<file path="src/rtl/lcd_cmd_seq_pkg.sv">
// -----------------------------------------------------------------------------
// lcd_cmd_seq_pkg
//   Shared definitions for the HD44780-style LCD command sequencer:
//   FSM state encoding, RS pin meanings, default timer values and the
//   helpers that place a command byte onto the LCD data pins.
// -----------------------------------------------------------------------------
package lcd_cmd_seq_pkg;

    typedef enum logic [2:0] {
        ST_IDLE     = 3'd0,
        ST_SETUP    = 3'd1,
        ST_E_HI     = 3'd2,
        ST_HOLD     = 3'd3,
        ST_NEXT_NIB = 3'd4,
        ST_EXEC     = 3'd5
    } lcd_state_e;

    localparam logic RS_INSTR = 1'b0;
    localparam logic RS_DATA  = 1'b1;

    localparam logic [23:0] DEF_SETUP_CYC = 24'd2;
    localparam logic [23:0] DEF_PULSE_CYC = 24'd12;
    localparam logic [23:0] DEF_HOLD_CYC  = 24'd2;

    // Pin image for the first E pulse. A 4-bit bus only uses lcd_data[7:4],
    // so the high nibble goes out first and the unused pins stay low.
    function automatic logic [7:0] first_beat(input logic [7:0] data,
                                              input logic       nibble_mode);
        first_beat = nibble_mode ? {data[7:4], 4'h0} : data;
    endfunction

    // Pin image for the second E pulse of a 4-bit transfer (low nibble).
    function automatic logic [7:0] second_beat(input logic [7:0] data);
        second_beat = {data[3:0], 4'h0};
    endfunction

endpackage

</file>
<file path="src/rtl/lcd_cmd_seq.sv">
// -----------------------------------------------------------------------------
// lcd_cmd_seq
//   Command sequencer for an HD44780-style character LCD. Takes one command
//   per valid/ready handshake and drives RS/RW/E/data with setup, E-pulse and
//   hold timing, followed by the command's execution wait. All waits are
//   timed by an external dec_counter through timer_load/timer_value, and end
//   on its timer_expired pulse.
//
// Parameters
//   NIBBLE_MODE  0: 8-bit bus, one E pulse per command
//                1: 4-bit bus on lcd_data[7:4], high then low nibble
//   SETUP_CYC    timer value for RS/data setup before E rises
//   PULSE_CYC    timer value for E high time
//   HOLD_CYC     timer value for data hold after E falls
//
// Ports
//   clk            in   clock
//   rst            in   synchronous reset, active-low
//   cmd_valid      in   command available
//   cmd_ready      out  sequencer can accept (transfer on valid & ready)
//   cmd_rs         in   0 = instruction, 1 = data write
//   cmd_data       in   byte to write
//   cmd_single     in   4-bit mode only: send cmd_data[7:4] once
//   cmd_delay      in   execution wait after the final E pulse
//   busy           out  high from accept until the execution wait ends
//   timer_load     out  one-cycle load strobe to dec_counter
//   timer_value    out  load value, valid while timer_load = 1
//   timer_expired  in   expired pulse from dec_counter
//   lcd_rs         out  LCD RS pin
//   lcd_rw         out  LCD RW pin, tied low (write only)
//   lcd_e          out  LCD enable
//   lcd_data       out  LCD data pins
// -----------------------------------------------------------------------------
module lcd_cmd_seq
    import lcd_cmd_seq_pkg::*;
#(
    parameter bit          NIBBLE_MODE = 1'b0,
    parameter logic [23:0] SETUP_CYC   = DEF_SETUP_CYC,
    parameter logic [23:0] PULSE_CYC   = DEF_PULSE_CYC,
    parameter logic [23:0] HOLD_CYC    = DEF_HOLD_CYC
) (
    input  logic        clk,
    input  logic        rst,
    input  logic        cmd_valid,
    output logic        cmd_ready,
    input  logic        cmd_rs,
    input  logic [7:0]  cmd_data,
    input  logic        cmd_single,
    input  logic [23:0] cmd_delay,
    output logic        busy,
    output logic        timer_load,
    output logic [23:0] timer_value,
    input  logic        timer_expired,
    output logic        lcd_rs,
    output logic        lcd_rw,
    output logic        lcd_e,
    output logic [7:0]  lcd_data
);

    lcd_state_e  state_q;
    logic        cmd_ready_q;
    logic        busy_q;
    logic        timer_load_q;
    logic [23:0] timer_value_q;
    logic        lcd_rs_q;
    logic        lcd_e_q;
    logic [7:0]  lcd_data_q;

    logic [7:0]  data_q;       // latched command byte
    logic [23:0] delay_q;      // latched execution wait
    logic        second_q;     // low nibble still to be sent
    logic        load_dly_q;   // timer_load was high in the previous cycle

    // dec_counter cannot expire in the load cycle or the one after it, so any
    // pulse seen there is left over from an earlier wait and is ignored.
    logic        tmr_done;
    assign tmr_done = timer_expired && !timer_load_q && !load_dly_q;

    always_ff @(posedge clk) begin
        if (!rst) begin
            state_q       <= ST_IDLE;
            cmd_ready_q   <= 1'b1;
            busy_q        <= 1'b0;
            timer_load_q  <= 1'b0;
            timer_value_q <= 24'd0;
            lcd_rs_q      <= RS_INSTR;
            lcd_e_q       <= 1'b0;
            lcd_data_q    <= 8'h00;
            data_q        <= 8'h00;
            delay_q       <= 24'd0;
            second_q      <= 1'b0;
            load_dly_q    <= 1'b0;
        end else begin
            timer_load_q <= 1'b0;
            load_dly_q   <= timer_load_q;

            case (state_q)
                ST_IDLE: begin
                    if (cmd_valid && cmd_ready_q) begin
                        data_q        <= cmd_data;
                        delay_q       <= cmd_delay;
                        second_q      <= NIBBLE_MODE && !cmd_single;
                        lcd_rs_q      <= cmd_rs;
                        lcd_data_q    <= first_beat(cmd_data, NIBBLE_MODE);
                        timer_load_q  <= 1'b1;
                        timer_value_q <= SETUP_CYC;
                        cmd_ready_q   <= 1'b0;
                        busy_q        <= 1'b1;
                        state_q       <= ST_SETUP;
                    end
                end

                ST_SETUP: begin
                    if (tmr_done) begin
                        lcd_e_q       <= 1'b1;
                        timer_load_q  <= 1'b1;
                        timer_value_q <= PULSE_CYC;
                        state_q       <= ST_E_HI;
                    end
                end

                ST_E_HI: begin
                    if (tmr_done) begin
                        lcd_e_q       <= 1'b0;
                        timer_load_q  <= 1'b1;
                        timer_value_q <= HOLD_CYC;
                        state_q       <= ST_HOLD;
                    end
                end

                ST_HOLD: begin
                    if (tmr_done) begin
                        timer_load_q <= 1'b1;
                        if (second_q) begin
                            // The low nibble goes onto the pins together with the
                            // setup timer load, so its setup window is as long as
                            // the first nibble's.
                            second_q      <= 1'b0;
                            lcd_data_q    <= second_beat(data_q);
                            timer_value_q <= SETUP_CYC;
                            state_q       <= ST_NEXT_NIB;
                        end else begin
                            timer_value_q <= delay_q;
                            state_q       <= ST_EXEC;
                        end
                    end
                end

                // One-cycle pass-through: the setup timer is already running,
                // SETUP simply waits for it to expire.
                ST_NEXT_NIB: begin
                    state_q <= ST_SETUP;
                end

                ST_EXEC: begin
                    if (tmr_done) begin
                        busy_q      <= 1'b0;
                        cmd_ready_q <= 1'b1;
                        state_q     <= ST_IDLE;
                    end
                end

                default: begin
                    state_q <= ST_IDLE;
                end
            endcase
        end
    end

    assign cmd_ready   = cmd_ready_q;
    assign busy        = busy_q;
    assign timer_load  = timer_load_q;
    assign timer_value = timer_value_q;
    assign lcd_rs      = lcd_rs_q;
    assign lcd_rw      = 1'b0;
    assign lcd_e       = lcd_e_q;
    assign lcd_data    = lcd_data_q;

endmodule
</file>
<file path="config.mk">
export PLATFORM = sky130hd
export DESIGN_NAME = lcd_cmd_seq
export DESIGN_NICKNAME = d
export VERILOG_FILES = /design/src/rtl/lcd_cmd_seq_pkg.sv /design/src/rtl/lcd_cmd_seq.sv
export SDC_FILE = /design/constraint.sdc
export NUM_CORES = 1
export LEC_CHECK = 0
export BUFFER_PORTS_ARGS = -buffer_cell sky130_fd_sc_hd__buf_2
export CELL_PAD_IN_SITES_DETAIL_PLACEMENT = 1
export CELL_PAD_IN_SITES_GLOBAL_PLACEMENT = 2
export CORE_UTILIZATION = 32
export DETAILED_ROUTE_END_ITERATION = 7
export PLACE_DENSITY_LB_ADDON = 0.15
export SLEW_MARGIN = 40
export SYNTH_ARGS = -nofsm -noshare
export SYNTH_HDL_FRONTEND = slang
export SYNTH_SLANG_ARGS = --single-unit
</file>
<file path="constraint.sdc">
create_clock -name clk -period 3.1 [get_ports clk]
set_input_delay 0.31 -clock clk [delete_from_list [all_inputs] [get_ports clk]]
set_output_delay 0.31 -clock clk [all_outputs]
set_load 0.03 [all_outputs]
</file>
==> results.yml <==
global_route:
  grt_pass1_vias: 2160
  grt_usage_pct: 18.5
  grt_first_pass_wirelength_mm: 10.9
  grt_overflow: 0
  grt_antenna_before_repair: 0
  grt_start_max_net_pins: 37
clock_network:
  cts_tree: "done"
  clk_latency_ps: 340
  cts_inserted_buffers: 9
  postCtsSetupRepairBufs: 0
  htreeDepth: 3
  cts_resized: 0
  cts_hold_buf: 0
  cts_root_buf: "clkbuf_8"
  clockBufferDepth: 2
  clkSinkCount: 65
  path_clk_slew_ps: 70
setup_path:
  r2r-end: "timer_value[23]"
  rr_startpoint: "state_q[2]"
  crit_path_end: "timer_value[23]"
  cp_data_required_time_ps: 3380
  crit_type: "register to register"
  r2r_slack_ps: 1270
  cp_cell_sequence: "buf_4 > inv_2 > a221oi_4 > buf_4 > a22o_1"
  end_kind: "register"
  worstSetupStartpointType: "register"
  crit_path_max_fanout: 17
  crit_family: "buffers and inverters"
  path_common_cell: "buf_4"
  crit_cells: 5
  crit_buf_inv: 3
  arrival_ps: 2110
  critPathLaunch: "state_q[2]"
  crit_slowest_cell: "dfxtp_1"
  r2r_cells: 5
  critPathMaxStageDelay_ps: 530
timing:
  skew_ps: 6.41
  max_freq_mhz: 547
  slew_violations: 0
  hold_viol: 0
  fin_tns_setup_ps: 0
  worst_slew_pin_slew_ps: 764
  max_slew_margin_pct: 48.9
  rsz0062_at_grt: "false"
  post-route-period-util_pct: 59.0
  final-setup-viol-count: 0
  fin_crit_ps: 1830
placement:
  post-place-cells: 410
  dpl.hpwl_mm: 4.20
  gp_congestion: 0.739
  placed_area_um2: 2880
  io_buffers: 73
pwr:
  p_leak_nw: 1.30
  power_density_nw_per_um2: 688
  ir_drop_v: 0.000251
floorplanning:
  fp.dieW_um: 89.4
  placementRows: 31
  io_pins: 76
  start_util_pct: 33.4
  dieArea_um2: 7990
  die_h_um: 89.4
  core_um2: 7330
synth:
  synth.area.mux_share_pct: 0
  synthAdderAreaFrac_pct: 0
  synth_top_area_cell: "dfxtp_1"
  ys_ff_latch: 65
  synth-xor-area-share_pct: 0
  synth_cell_types: 37
  postSynth.asyncResetShare_pct: 0
  netlist_instances: 256
  synth-seq-area-share_pct: 53.2
  synthesis.area_um2: 2440
  synth_area_per_cell_um2: 9.55
  yosys.area_share.simple_pct: 12.6
  yosysWarnings: 0
  synthTopCellsByArea: "dfxtp_1, a21oi_1, nand3_1"
  synth_compound_area_share_pct: 27.8
  synth_edf_count: 0
  synth_flop_cell: "dfxtp_1"
  synth_nets: 294
  synth_top_family_by_area: "compound AO/OA/AOI/OAI gates"
  synth_top_area_share_pct: 53.2
routing:
  ant_nets: 0
  vias: 2219
  drcViolationCount: 0
  wl_per_cell_um: 16.3
  wl_mm: 6.96
  via_per_inst: 5.21
  drtPass1Iterations: 4
  first_iter_violations: 83
finish:
  nets: 360
  seqCellArea_um2: 1300
  n_antenna_cell: 0
  drive_above_1_share_pct: 35.2
  fin_cells: 426
  n_fill_cell: 877
  multiInputGateArea_um2: 1010
  finalInstanceArea_um2: 3120
  area_growth_pct: 27.6
min_path:
  holdCritPathClass: "primary input to register"
  hold-path-cell-count: 3
  hold_start: "cmd_data[3]"
job:
  maxCapViolations: 0
outcome:
  status: "complete, no violations"
==> cell usage in the layout, fill, tap and decap left out, drive strengths merged, types with 2 or more instances in the layout <==
cell type,count
nand3,34
o2bb2ai,3
a21oi,38
dfxtp,65
o21ai,35
bufinv,3
a221oi,2
clkbuf,11
a211oi,2
nor2,2
buf,81
and2,2
a31oi,2
inv,5
nand2,5
a22o,21
==> power by group <==
group          switching (mW)  leakage, nW  total [mW]  internal [mW]
logic                   0.210        0.655       0.326          0.116
clock network           0.333        0.120       0.888          0.555
registers              0.0396        0.529       0.935          0.895
==> worst reg2reg max path: cells and delay by family, from the launching register on <==
| kind | cells | cell delay, ps |
|---|---|---|
| buf+inv | 3 | 640 |
| compound gates | 2 | 610 |
| flops | 1 | 530 |
==> layer usage <==
| metal | wire [um] | up-vias | global-route usage (%) |
|---|---|---|---|
| met2 | 3290 | 54 | 30.7 |
| met5 | 0 | - | 0 |
| met3 | 278 | 13 | 4.25 |
| met1 | 3250 | 1088 | 22.6 |
| met4 | 143 | 0 | 9.52 |
| li1 | - | 1064 | - |
==> stage by stage <==
step / power (mW) / util (%) / worst slack, ps / hold WS, ps
floorplan: 1.18 / - / 1510 / 425
global placement: 1.28 / 39.2 / 1190 / 447
detailed placement: 1.28 / 39.2 / 1210 / 451
CTS: 2.17 / 42.6 / 1230 / 200
global route: 2.25 / 42.6 / 1120 / 223
finish: 2.15 / 42.6 / 1270 / 217
==> logic make-up after synthesis <==
kind of cell | after synthesis
compound gates | 106
simple gates | 53
buf+inv | 31
flops | 65
other cells | 1
==> how the worst min path moves through the flow <==
stage                      to
6_report          lcd_data[3]
5_1_grt            delay_q[6]
4_1_cts           lcd_data[3]
3_5_place_dp   timer_value[3]
3_3_place_gp   timer_value[2]
2_1_floorplan       cmd_ready
==> cells in the mapped netlist, types with 3 or more instances <==
master,number
nand2_1,5
o2bb2ai_1,3
inv_1,4
a22o_2,10
buf_2,7
a21oi_1,38
a22o_1,11
dfxtp_1,65
o21ai_0,34
buf_4,3
nand3_1,34
clkbuf_1,12
==> state kept, by name (all words and copies together), names as in the netlist <==
| name | flops |
|---|---|
| timer_load | 1 |
| lcd_data | 8 |
| load_dly_q | 1 |
| lcd_e | 1 |
| lcd_rs | 1 |
| timer_value | 24 |
| delay_q | 24 |
| busy | 1 |
| cmd_ready | 1 |
| state_q | 3 |
==> final cells by class <==
cell class	count	area share [%]
Sequential cell	65	41.7
Multi-Input combinational cell	160	32.3
Timing Repair Buffer	81	13.6
Clock buffer	11	4.53
Tap cell	99	3.97
Clock inverter	5	3.29
Inverter	5	0.601
No activity file was read; power rests on OpenSTA's default activity.
